File: src/rtl/ifetch_ctrl_if.sv
// Fetch-side bundle: instruction memory read port, decode handshake and redirect.
// master = fetch controller, slave = memory/decode environment.
interface ifetch_ctrl_if;
    typedef logic [31:0] word_t;

    word_t imem_addr;
    word_t imem_rdata;
    logic  out_valid;
    logic  out_ready;
    word_t out_pc;
    word_t out_instr;
    logic  redirect_valid;
    word_t redirect_pc;
    logic  misalign_err;
    logic  fetch_done;

    modport master (
        output imem_addr,
        input  imem_rdata,
        output out_valid,
        input  out_ready,
        output out_pc,
        output out_instr,
        input  redirect_valid,
        input  redirect_pc,
        output misalign_err,
        output fetch_done
    );

    modport slave (
        input  imem_addr,
        output imem_rdata,
        input  out_valid,
        output out_ready,
        input  out_pc,
        input  out_instr,
        output redirect_valid,
        output redirect_pc,
        input  misalign_err,
        input  fetch_done
    );
endinterface

File: src/rtl/ifetch_ctrl.sv
// Instruction fetch controller: owns the fetch PC, captures combinational imem
// data into a small prefetch queue and hands {pc, instr} to decode.
module ifetch_ctrl #(
    parameter int unsigned DEPTH      = 2,
    parameter logic [31:0] RESET_PC   = 32'h0000_0000,
    parameter int unsigned IMEM_BYTES = 32
) (
    input logic           clk,
    input logic           rst,
    ifetch_ctrl_if.master bus
);
    localparam int unsigned      PTR_W   = $clog2(DEPTH);
    localparam int unsigned      CNT_W   = PTR_W + 1;
    localparam logic [31:0]      LAST_PC = 32'(IMEM_BYTES - 4);
    localparam logic [CNT_W-1:0] FULL    = CNT_W'(DEPTH);
    localparam logic [CNT_W-1:0] CNT_ONE = CNT_W'(1);
    localparam logic [PTR_W-1:0] PTR_ONE = PTR_W'(1);

    typedef enum logic [1:0] {
        ST_BOOT,
        ST_RUN,
        ST_DONE
    } state_t;

    state_t           state_q, state_d;
    logic [31:0]      fetch_pc_q, fetch_pc_d;
    logic [PTR_W-1:0] rd_ptr_q, rd_ptr_d;
    logic [PTR_W-1:0] wr_ptr_q, wr_ptr_d;
    logic [CNT_W-1:0] count_q, count_d;
    logic             misalign_q, misalign_d;
    logic [31:0]      pc_mem_q    [DEPTH];
    logic [31:0]      instr_mem_q [DEPTH];

    logic redirect;
    logic pop;
    logic push;
    logic in_range;
    logic head_valid;

    always_comb begin
        head_valid = (count_q != '0);
        redirect   = bus.redirect_valid && (state_q != ST_BOOT);
        pop        = head_valid && bus.out_ready;
        in_range   = (fetch_pc_q <= LAST_PC);
        // A full queue still accepts a new word when the head leaves this cycle.
        push       = (state_q == ST_RUN) && !redirect && in_range &&
                     ((count_q < FULL) || pop);
    end

    always_comb begin
        state_d    = state_q;
        fetch_pc_d = fetch_pc_q;
        misalign_d = 1'b0;

        case (state_q)
            ST_BOOT: state_d = ST_RUN;
            ST_RUN:  if (!in_range) state_d = ST_DONE;
            ST_DONE: state_d = ST_DONE;
            default: state_d = ST_BOOT;
        endcase

        if (push) begin
            fetch_pc_d = fetch_pc_q + 32'd4;
        end

        if (redirect) begin
            state_d    = ST_RUN;
            fetch_pc_d = {bus.redirect_pc[31:2], 2'b00};
            misalign_d = |bus.redirect_pc[1:0];
        end
    end

    always_comb begin
        rd_ptr_d = rd_ptr_q;
        wr_ptr_d = wr_ptr_q;
        count_d  = count_q;

        if (redirect) begin
            rd_ptr_d = '0;
            wr_ptr_d = '0;
            count_d  = '0;
        end else begin
            if (pop) begin
                rd_ptr_d = rd_ptr_q + PTR_ONE;
            end
            if (push) begin
                wr_ptr_d = wr_ptr_q + PTR_ONE;
            end
            case ({push, pop})
                2'b10:   count_d = count_q + CNT_ONE;
                2'b01:   count_d = count_q - CNT_ONE;
                default: count_d = count_q;
            endcase
        end
    end

    always_ff @(posedge clk) begin
        if (rst) begin
            state_q    <= ST_BOOT;
            fetch_pc_q <= RESET_PC;
            rd_ptr_q   <= '0;
            wr_ptr_q   <= '0;
            count_q    <= '0;
            misalign_q <= 1'b0;
        end else begin
            state_q    <= state_d;
            fetch_pc_q <= fetch_pc_d;
            rd_ptr_q   <= rd_ptr_d;
            wr_ptr_q   <= wr_ptr_d;
            count_q    <= count_d;
            misalign_q <= misalign_d;
        end
    end

    // Storage needs no reset: entries are only observable while count_q covers them.
    always_ff @(posedge clk) begin
        if (push) begin
            pc_mem_q[wr_ptr_q]    <= fetch_pc_q;
            instr_mem_q[wr_ptr_q] <= bus.imem_rdata;
        end
    end

    always_comb begin
        bus.imem_addr    = fetch_pc_q;
        bus.out_valid    = head_valid;
        bus.out_pc       = head_valid ? pc_mem_q[rd_ptr_q]    : '0;
        bus.out_instr    = head_valid ? instr_mem_q[rd_ptr_q] : '0;
        bus.misalign_err = misalign_q;
        bus.fetch_done   = (state_q == ST_DONE);
    end
endmodule

File: src/flat_wrapper.sv
// flat-port wrapper written by rule: the top's interface ports become plain ports
module ifetch_ctrl_flat 
#(
    parameter int unsigned DEPTH      = 2,
    parameter logic [31:0] RESET_PC   = 32'h0000_0000,
    parameter int unsigned IMEM_BYTES = 32
)
  (clk, rst, bus_imem_addr, bus_imem_rdata, bus_out_valid, bus_out_ready, bus_out_pc, bus_out_instr, bus_redirect_valid, bus_redirect_pc, bus_misalign_err, bus_fetch_done);
  ifetch_ctrl_if bus_i ();
  input logic clk;
  input logic rst;
  output wire logic [$bits(bus_i.imem_addr)-1:0] bus_imem_addr;
  input wire logic [$bits(bus_i.imem_rdata)-1:0] bus_imem_rdata;
  output wire logic [$bits(bus_i.out_valid)-1:0] bus_out_valid;
  input wire logic [$bits(bus_i.out_ready)-1:0] bus_out_ready;
  output wire logic [$bits(bus_i.out_pc)-1:0] bus_out_pc;
  output wire logic [$bits(bus_i.out_instr)-1:0] bus_out_instr;
  input wire logic [$bits(bus_i.redirect_valid)-1:0] bus_redirect_valid;
  input wire logic [$bits(bus_i.redirect_pc)-1:0] bus_redirect_pc;
  output wire logic [$bits(bus_i.misalign_err)-1:0] bus_misalign_err;
  output wire logic [$bits(bus_i.fetch_done)-1:0] bus_fetch_done;
  assign bus_imem_addr = bus_i.imem_addr;
  assign bus_i.imem_rdata = bus_imem_rdata;
  assign bus_out_valid = bus_i.out_valid;
  assign bus_i.out_ready = bus_out_ready;
  assign bus_out_pc = bus_i.out_pc;
  assign bus_out_instr = bus_i.out_instr;
  assign bus_i.redirect_valid = bus_redirect_valid;
  assign bus_i.redirect_pc = bus_redirect_pc;
  assign bus_misalign_err = bus_i.misalign_err;
  assign bus_fetch_done = bus_i.fetch_done;
  ifetch_ctrl #(.DEPTH(DEPTH), .RESET_PC(RESET_PC), .IMEM_BYTES(IMEM_BYTES)) u_core (.clk(clk), .rst(rst), .bus(bus_i));
endmodule
File: config.mk
export PLATFORM = sky130hd
export DESIGN_NAME = ifetch_ctrl_flat
export DESIGN_NICKNAME = d
export VERILOG_FILES = /design/src/rtl/ifetch_ctrl_if.sv /design/src/rtl/ifetch_ctrl.sv /design/src/flat_wrapper.sv
export SDC_FILE = /design/constraint.sdc
export NUM_CORES = 1
export LEC_CHECK = 0
export ABC_AREA = 1
export CELL_PAD_IN_SITES_DETAIL_PLACEMENT = 1
export CELL_PAD_IN_SITES_GLOBAL_PLACEMENT = 1
export CORE_MARGIN = 2
export CORE_UTILIZATION = 34
export CTS_CLUSTER_DIAMETER = 120
export CTS_CLUSTER_SIZE = 25
export DETAILED_ROUTE_END_ITERATION = 7
export PLACE_DENSITY = 0.78
export SLEW_MARGIN = 5
export SYNTH_ARGS = -nofsm -noshare
export SYNTH_HDL_FRONTEND = slang
export SYNTH_SLANG_ARGS = --single-unit
File: constraint.sdc
create_clock -name clk -period 4.1 [get_ports clk]
set_clock_uncertainty 0.2 [all_clocks]
set_input_delay 0.82 -clock clk [delete_from_list [all_inputs] [get_ports clk]]
set_output_delay 0.82 -clock clk [all_outputs]
set_load 0.1 [all_outputs]
==> results_dict.tcl <==
set metrics [dict create \
    synthCells 565 \
    drive_above_1_share_pct 15.6 \
    synthToLayoutAreaGrowth_pct 37.0 \
    clk_latency_ps 420 \
    synth.distinct_cells 29 \
    final_nets 797 \
    cts-root-buf "clkbuf_16" \
    setup_viol 0 \
    crit_fanout 52 \
    grt_pass1_vias 4800 \
    cp.depth 5 \
    finalMaxSlewViolations 0 \
    mostFrequentLayoutCells "163 x nand2_1, 124 x edfxtp_1, 99 x clkdlybuf4s50_1, 84 x a21oi_1, 71 x buf_4" \
    final_util_pct 47.7 \
    routed_wl_um 16800 \
    synth-seq-cells 162 \
    timing.rr.start "u_core.bus.imem_addr[28]$_SDFFE_PP0P_" \
    cp_slowest_cell "inv_2" \
    drc_errors 0 \
    drt.antenna.violating_nets 0 \
    critical_path_buf_inv_count 3 \
    worstSetupPathType "reg -> out" \
    antenna_cells 0 \
    synth_mux_area_share_pct 0 \
    regArea_mm2 0.00449 \
    finalCriticalPeriod_ps 3370 \
    start_kind "flip-flop" \
    start_util_pct 34.8 \
    grt_usage_pct 17.4 \
    multi_input_area_mm2 0.00160 \
    pre_cts_slack_ps 1100 \
    power_density_mw_per_mm2 543 \
    leakagePower_nw 3.28 \
    drtIter0Drc 222 \
    cts_buffers 17 \
    drtPass1Iterations 4 \
    fin_crit_sh_pct 82.1 \
    final_common_cell "nand2_1" \
    chipWidth_um 140 \
    port-buffer-count 162 \
    overflow 0 \
    final_cell_area_mm2 0.00860 \
    clk_pin_slew_ps 60 \
    ys_warn_count 0 \
    globalplace.congestion 0.836 \
    setup_ws_ps 732 \
    max-cap-violations 0 \
    hold-path-cell-count 2 \
    clock-sinks 162 \
    ff2ff_path_depth 10 \
    synth_top_family_by_area "simple AND/OR/NAND/NOR gates" \
    cpMostUsedCell "buf_4" \
    viasPerCell 4.83 \
    r2r_slack_ps 1560 \
    hold_viol_final 0 \
    syn_avg_cell_area_um2 11.1 \
    vias 4664 \
    cts_tree "built" \
    hold_path_class "reg -> reg" \
    max_stage_delay_ps 700 \
    crit_path_cell_trace "inv_2 > buf_4 > nand2_1 > a21oi_1 > buf_4" \
    design.die.area_mm2 0.0196 \
    fin_tns_setup_ps 0 \
    holdBufCountCts 0 \
    max_freq_mhz 297 \
    synth_area_mm2 0.00628 \
    nFillCells 1973 \
    pin_count 167 \
    grt_pass1_wl_um 26300 \
    cts_resized 0 \
    cp_top_family "buffers and inverters" \
    synth_xor_area_share_pct 0.418 \
    coreArea_mm2 0.0180 \
    grt_max_degree 63 \
    die_height_um 140 \
    synthAdderAreaFrac_pct 0.996 \
    peakVddDrop_v 0.000377 \
    wl_per_cell_um 17.4 \
    rsz0062_at_grt "no" \
    crit_required_ps 3080 \
    reg2reg_to "u_core.count_q[1]$_SDFFE_PP0P_" \
    synthSimpleGateAreaFrac_pct 15.6 \
    yosysSeqAreaShare_pct 71.4 \
    rows 49 \
    hpwl_um 11400 \
    worstHoldEndpoint "u_core.wr_ptr_q$_SDFFE_PP0P_" \
    cts_buffer_depth 2 \
    hp-start "u_core.wr_ptr_q$_SDFFE_PP0P_" \
    htreeDepth 4 \
    slew_headroom_pct 30.7 \
    status "finished, final reports clean" \
    postCtsSetupBuffers 0 \
    crit_arrival_ps 2350 \
    worst_setup_path_end_kind "output pin" \
    tightest_slew_ps 1040 \
    synth-compound-area-share_pct 7.97 \
    antenna_found_initial 0 \
    place_area_mm2 0.00800 \
]
## cells in the mapped netlist, drive strengths merged
cell | instances | area, um^2
nand2 | 165 | 629
edfxtp | 124 | 3720
a21oi | 84 | 420
nor2 | 49 | 203
dfxtp | 38 | 761
clkbuf | 25 | 93.8
nand3 | 24 | 120
inv | 17 | 63.8
o21ai | 13 | 65.1
buf | 10 | 63.8
ha | 5 | 62.6
xor2 | 2 | 17.5
a211oi | 1 | 7.51
clkinv | 1 | 3.75
conb | 1 | 3.75
nand4 | 1 | 6.26
nor3 | 1 | 5.00
nor3b | 1 | 7.51
o21a | 1 | 7.51
or2 | 1 | 6.26
xnor2 | 1 | 8.76
## per-stage QoR
stage	hold slack [ps]	total power [mW]	instances
floorplan	241	2.81	568
global placement	252	3.12	934
detailed placement	274	3.15	934
CTS	290	4.73	966
global route	308	4.86	966
finish	285	4.67	966
## flip-flops by register name (all words and copies together) (netlist names), named ones only
signal	count
u_core.count_q	2
u_core.rd_ptr_q	1
u_core.bus.imem_addr	30
u_core.pc_mem_q	60
u_core.bus.misalign_err	1
u_core.state_q	2
u_core.wr_ptr_q	1
u_core.instr_mem_q	64
## per-layer routing
metal / global-route usage [%] / vias to the layer above / routed length (um)
li1: - / 2237 / -
met3: 4.31 / 14 / 730
met5: 0 / - / 0
met1: 22.1 / 2291 / 7380
met4: 5.89 / 0 / 218
met2: 29.4 / 122 / 8490
## kinds of logic after synthesis
family | Yosys count
simple gates | 242
flops | 162
compound gates | 99
buf+inv | 53
fa+ha+maj | 5
xor+xnor | 3
other cells | 1
## area by class of cell
| cell class | instances | area share, % |
|---|---|---|
| flip-flops and latches | 162 | 52.2 |
| inverters | 18 | 0.786 |
| clock inverters | 8 | 0.669 |
| clock buffers | 24 | 6.28 |
| well taps | 229 | 3.33 |
| multi-input cells | 353 | 18.6 |
| repair buffers | 172 | 18.2 |
## worst min-delay path, delay by kind of cell (launching register included)
| kind | cells | cell delay, ps |
|---|---|---|
| flip-flops | 1 | 320 |
| AND/OR/NAND/NOR | 1 | 70 |
| AO/OA/AOI/OAI | 1 | 60 |
## power breakdown
| part | leakage [nW] | internal (mW) | switching (mW) | total (mW) |
|---|---|---|---|---|
| sequential | 1.44 | 1.88 | 0.0933 | 1.97 |
| combinational | 1.53 | 0.277 | 0.865 | 1.14 |
| clock | 0.306 | 0.932 | 0.631 | 1.56 |
| total | 3.28 | 3.08 | 1.59 | 4.67 |
## worst max path at each step
stage | end | startpoint | slack, ps
after floorplan | u_core.instr_mem_q[1][0]$_DFFE_PP_ | u_core.bus.imem_addr[20]$_SDFFE_PP0P_ | 310
after global placement | u_core.instr_mem_q[1][30]$_DFFE_PP_ | bus_out_ready | 1180
after detailed placement | u_core.count_q[1]$_SDFFE_PP0P_ | bus_out_ready | 1100
after CTS | bus_out_instr[22] | flip-flop | 670
after global routing | bus_out_instr[22] | flip-flop | 530
final | bus_out_pc[26] | flip-flop | 730
No activity file was read; power rests on OpenSTA's default activity.
